File: src/rtl/task_issuer_pkg.sv
// Shared definitions for the task issuer: FSM state encoding and the legal
// task codes ({recv, send, conv}).
package task_issuer_pkg;

    typedef enum logic [2:0] {
        ST_IDLE  = 3'd0,
        ST_ISSUE = 3'd1,
        ST_GUARD = 3'd2,
        ST_WAIT  = 3'd3,
        ST_DONE  = 3'd4
    } state_e;

    localparam logic [2:0] TASK_RECV      = 3'b100;
    localparam logic [2:0] TASK_SEND      = 3'b010;
    localparam logic [2:0] TASK_CONV      = 3'b001;
    localparam logic [2:0] TASK_RECV_CONV = 3'b101;

    function automatic logic task_legal(input logic [2:0] code);
        return (code == TASK_RECV) || (code == TASK_SEND) ||
               (code == TASK_CONV) || (code == TASK_RECV_CONV);
    endfunction

endpackage

File: src/rtl/task_issuer.sv
// Initiator side of the task-control handshake: issues one task at a time,
// waits for ap_done (with a stale-done guard window and a timeout).
module task_issuer
    import task_issuer_pkg::*;
#(
    parameter int GUARD_CYC   = 3,
    parameter int TIMEOUT_CYC = 1048576,
    parameter int CNT_W       = 16
) (
    input  logic             clk,
    input  logic             rst_n,
    input  logic             cmd_valid,
    output logic             cmd_ready,
    input  logic [2:0]       cmd_task,
    input  logic             cmd_last,
    output logic             task_valid,
    output logic             recv_enable,
    output logic             send_enable,
    output logic             conv_start,
    input  logic             ap_done,
    output logic             busy,
    output logic             batch_done,
    output logic             err_illegal,
    output logic             err_timeout,
    output logic [CNT_W-1:0] done_cnt
);

    localparam int TO_W = (TIMEOUT_CYC > 1) ? $clog2(TIMEOUT_CYC) : 1;

    state_e           state_q;
    logic             cmd_ready_q;
    logic             task_valid_q;
    logic             recv_enable_q;
    logic             send_enable_q;
    logic             conv_start_q;
    logic             busy_q;
    logic             batch_done_q;
    logic             err_illegal_q;
    logic             err_timeout_q;
    logic             last_q;
    logic [3:0]       guard_cnt_q;
    logic [TO_W-1:0]  to_cnt_q;
    logic [CNT_W-1:0] done_cnt_q;
    logic [CNT_W-1:0] done_cnt_d;
    logic             to_expired;

    always_comb begin
        done_cnt_d = done_cnt_q + 1'b1;
        to_expired = (TIMEOUT_CYC != 0) && (to_cnt_q == TO_W'(TIMEOUT_CYC - 1));
    end

    always_ff @(posedge clk) begin
        if (!rst_n) begin
            state_q       <= ST_IDLE;
            cmd_ready_q   <= 1'b0;
            task_valid_q  <= 1'b0;
            recv_enable_q <= 1'b0;
            send_enable_q <= 1'b0;
            conv_start_q  <= 1'b0;
            busy_q        <= 1'b0;
            batch_done_q  <= 1'b0;
            err_illegal_q <= 1'b0;
            err_timeout_q <= 1'b0;
            last_q        <= 1'b0;
            guard_cnt_q   <= '0;
            to_cnt_q      <= '0;
            done_cnt_q    <= '0;
        end else begin
            // Strobes default low so each is a single-cycle pulse.
            task_valid_q  <= 1'b0;
            recv_enable_q <= 1'b0;
            send_enable_q <= 1'b0;
            conv_start_q  <= 1'b0;
            batch_done_q  <= 1'b0;
            err_illegal_q <= 1'b0;
            err_timeout_q <= 1'b0;

            unique case (state_q)
                ST_IDLE: begin
                    cmd_ready_q <= 1'b1;
                    if (cmd_valid && cmd_ready_q) begin
                        last_q <= cmd_last;
                        if (task_legal(cmd_task)) begin
                            state_q       <= ST_ISSUE;
                            cmd_ready_q   <= 1'b0;
                            busy_q        <= 1'b1;
                            task_valid_q  <= 1'b1;
                            recv_enable_q <= cmd_task[2];
                            send_enable_q <= cmd_task[1];
                            conv_start_q  <= cmd_task[0];
                        end else begin
                            err_illegal_q <= 1'b1;
                        end
                    end
                end
                ST_ISSUE: begin
                    state_q     <= ST_GUARD;
                    guard_cnt_q <= 4'(GUARD_CYC - 1);
                end
                ST_GUARD: begin
                    // ap_done may still show the previous task's completion here.
                    if (guard_cnt_q == '0) begin
                        state_q  <= ST_WAIT;
                        to_cnt_q <= '0;
                    end else begin
                        guard_cnt_q <= guard_cnt_q - 1'b1;
                    end
                end
                ST_WAIT: begin
                    if (ap_done) begin
                        state_q      <= ST_DONE;
                        batch_done_q <= last_q;
                    end else if (to_expired) begin
                        state_q       <= ST_IDLE;
                        err_timeout_q <= 1'b1;
                        cmd_ready_q   <= 1'b1;
                        busy_q        <= 1'b0;
                    end else begin
                        to_cnt_q <= to_cnt_q + 1'b1;
                    end
                end
                ST_DONE: begin
                    state_q     <= ST_IDLE;
                    done_cnt_q  <= done_cnt_d;
                    cmd_ready_q <= 1'b1;
                    busy_q      <= 1'b0;
                end
                default: begin
                    state_q     <= ST_IDLE;
                    cmd_ready_q <= 1'b0;
                    busy_q      <= 1'b0;
                end
            endcase
        end
    end

    assign cmd_ready   = cmd_ready_q;
    assign task_valid  = task_valid_q;
    assign recv_enable = recv_enable_q;
    assign send_enable = send_enable_q;
    assign conv_start  = conv_start_q;
    assign busy        = busy_q;
    assign batch_done  = batch_done_q;
    assign err_illegal = err_illegal_q;
    assign err_timeout = err_timeout_q;
    assign done_cnt    = done_cnt_q;

endmodule

File: config.mk
export PLATFORM = sky130hd
export DESIGN_NAME = task_issuer
export DESIGN_NICKNAME = d
export VERILOG_FILES = /design/src/rtl/task_issuer_pkg.sv /design/src/rtl/task_issuer.sv
export SDC_FILE = /design/constraint.sdc
export NUM_CORES = 1
export LEC_CHECK = 0
export CAP_MARGIN = 20
export CORE_MARGIN = 4
export CORE_UTILIZATION = 24
export DETAILED_ROUTE_END_ITERATION = 8
export PLACE_DENSITY = 0.51
export SYNTH_ARGS = -nofsm -noshare
export SYNTH_HDL_FRONTEND = slang
export SYNTH_SLANG_ARGS = --single-unit
File: constraint.sdc
create_clock -name clk -period 5.8 [get_ports clk]
set_input_delay 1.16 -clock clk [delete_from_list [all_inputs] [get_ports clk]]
set_output_delay 1.16 -clock clk [all_outputs]
set_load 0.02 [all_outputs]
==> metrics.md <==
| Metric | Value |
|---|---|
| Overall power | `0.000766 W` |
| Syn_area_per_cell | `around 8.5 µm²` |
| Crit share post-route | `0.497` |
| Met3 global-route usage | `0.0169` |
| Die ar. | `12,400 µm²` |
| Final nets | `339` |
| Drt drc | `0` |
| Ant. Diodes | `0` |
| Mapped Cells | `~300` |
| Worst Reg2Reg Path Length in Cells | `5` |
| Final min period | `a little under 3000 ps` |
| Total CTS buffers | `5` |
| Worst clock skew | `between 6 and 7 ps` |
| Pin slew with the least headroom to its limit | `between 900 and 1000 ps` |
| DIE HEIGHT | `111 µm` |
| Htree depth | `2` |
| DR vias | `around 2.3k` |
| Core Box Area | `between 10,000 and 15,000 µm²` |
| Most common cell after layout, fill and taps aside | `dfxtp_1` |
| Initial antenna violation count | `0` |
| Grt met1 use | `0.138` |
| Hold Violations, Final | `0` |
| Clk root buf | `clkbuf_8` |
| Global route hottest layer | `met2` |
| Starting Density | `0.247` |
| Slowest Stage Delay on Critical Path | `around 600 ps` |
| Initial DRC count | `between 150 and 200` |
| Synth-to-Final Area Change | `20.0%` |
| Synthesis Warnings | `0` |
| Post-Route WL | `6270 µm` |
| Hold path cells | `1` |
| # Post-CTS Setup Buffers | `0` |
| Routed vias/inst | `4.91` |
| First-pass GRT wire length | `about 11,000 µm` |
| LEAKAGE | `between 0.9 and 1 nW` |
| Worst-path clk slew | `100 ps` |
| Slew Limit Headroom | `0.337` |
| Critical path class | `in2reg` |
| Max frequency | `about 350 MHz` |
| TritonCTS clock tree | `yes` |
| Wire per inst | `13.5 µm` |
| TritonCTS Sinks | `53` |
| Pwr dens | `around 250 nW/µm²` |
| Sequential share of the synthesized area | `0.414` |
| Worst Path Max Fanout | `22` |
| Peak VDD IR | `0.142 mV` |
| Startpoint type of the worst setup path | `input pin` |
| Clock latency on the worst-skew pair | `approximately 300 ps` |
| RSZ-0062 raised after global routing | `no` |
| Cell accounting for the most synthesized area | `dfxtp_1` |
| DP HPWL | `approximately 4300 µm` |
| GRT Overall Usage | `0.103` |
| CP Cell Sequence | `clkdlybuf4s50_1 -> nand2_1 -> o211ai_2 -> or4_1 -> a21oi_1` |
| Critical path's slowest cell | `or4_1` |
| Min-delay worst type | `reg2reg` |
| Share of cells above drive strength 1 | `0.0488` |
| GRT overflow | `0` |
| Worst EP arrival | `approximately 3100 ps` |
| Post-CTS sizing | `0` |
| Outcome | `completed` |
| Ports | `33` |
| Gpl congestion | `0.801` |
| I/O Buffers | `32` |
| Worst R2R Setup Slack | `around 3000 ps` |
| Vias in the first global route | `about 2.1k` |
| Area contributors post-synth | `dfxtp_1 (41%), nor2_1 (5.3%), xor2_1 (3.8%), a21oi_1 (3.7%), nand2_1 (3.2%)` |
| Most frequent cells in the layout | `dfxtp_1 (53), nor2_1 (36), clkdlybuf4s50_1 (32), nand2_1 (22), a21oi_1 (19)` |
| Max Root-Sink Buffers | `2` |
| Distinct cells, synth | `47` |
| CTS Hold Bufs | `0` |
| Yosys top cell area share | `0.414` |
| Max Cap Viol | `0` |
| Met2 usage | `0.168` |
| Register bit total from synthesis | `53` |
| Drt pass-1 iters | `4` |
| Crit. End Element | `flip-flop` |
| Net Count, Synth | `roughly 320` |
| # setup viols final | `0` |
| Largest net degree at the start of global routing | `slightly above 40` |
| Row count | `37` |
| Final ANT Viol Nets | `0` |
| Die X-Extent | `111 µm` |
| Max-slew violations | `0` |
| Setup_tns | `0 ps` |
| CP required | `just over 6000 ps` |
| Fillers | `1,110` |
| Post-synthesis cell area | `roughly 2600 µm²` |
==> cells in the mapped netlist (all sizes together) <==
master	instances
mux2i	3
nor2b	1
o21a	1
o31a	1
clkbuf	10
a211oi	2
nand3b	3
inv	7
o31ai	1
or3	1
o21ai	19
o41ai	1
nor4	7
and3	7
o211ai	6
a21oi	19
nor3	6
or3b	2
or4	9
a41oi	1
xor2	11
or2	1
a31oi	7
nor3b	1
a311oi	2
nand2b	3
buf	5
ha	4
xnor2	9
nand2	22
dfxtp	53
nand3	19
nand4	9
and4	4
nand4bb	1
nor2	37
nand4b	2
and2	6
==> worst max-delay path: cells and delay by family <==
family	cells	cell delay (ps)
simple gates	2	790
buf+inv	1	600
compound gates	2	560
==> layer usage <==
metal	vias to the layer above	routed length (µm)
li1	1141	-
met1	1082	2980
met2	49	2940
met3	6	252
met4	0	102
met5	-	0
==> per-stage QoR <==
step / worst slack [ps] / instance area [µm²] / hold slack, ps / utilization / instances
after floorplan: 3580 / 2560 / 429 / - / 303
after global placement: 2660 / 2990 / 443 / 0.288 / 456
after detailed placement: 2620 / 2990 / 446 / 0.288 / 456
after CTS: 2940 / 3070 / 471 / 0.296 / 464
after global routing: 2760 / 3070 / 503 / 0.296 / 464
final: 2920 / 3070 / 464 / 0.296 / 464
==> cells by family (layout without fill, tap and decap cells) <==
logic type | count (synthesis) | count (layout) | share of synthesized area
AO/OA/AOI/OAI | 60 | 60 | 0.140
XOR/XNOR | 20 | 20 | 0.0684
adder cells (fa/ha/maj) | 4 | 4 | 0.0195
buffers and inverters | 22 | 47 | 0.0347
flip-flops | 53 | 53 | 0.414
multiplexers | 3 | 3 | 0.0117
AND/OR/NAND/NOR | 141 | 141 | 0.312
==> power breakdown <==
group	internal (W)	switching, W	total (W)
sequential	0.000382	0.0000311	0.000413
clock	0.0000859	0.000122	0.000208
combinational	0.0000586	0.0000854	0.000144
total	0.000527	0.000239	0.000766
==> final cells by class <==
cell class / instances / area (µm²) / share of cell area
clock inverter: 1 / 7.51 / 0.00244
inverter: 7 / 26.3 / 0.00855
tap: 136 / 170 / 0.0554
multi-input combinational: 228 / 1410 / 0.459
clock buffer: 7 / 76.3 / 0.0248
sequential: 53 / 1060 / 0.345
timing repair buffer: 32 / 320 / 0.104
==> path summary, 6_finish.rpt <==
check             start            to
max             ap_done  to_cnt_q[10]
min reg2reg      last_q    batch_done
max reg2reg  state_q[0]  to_cnt_q[19]
min              last_q    batch_done
==> registers in the layout, indices dropped and copies added, names as in the netlist <==
| signal | flops |
|---|---|
| guard_cnt_q | 4 |
| cmd_ready | 1 |
| send_enable | 1 |
| done_cnt | 16 |
| err_illegal | 1 |
| batch_done | 1 |
| state_q | 3 |
| conv_start | 1 |
| task_valid | 1 |
| to_cnt_q | 20 |
| last_q | 1 |
| recv_enable | 1 |
| busy | 1 |
| err_timeout | 1 |
Power figures use the tool's default switching activity.
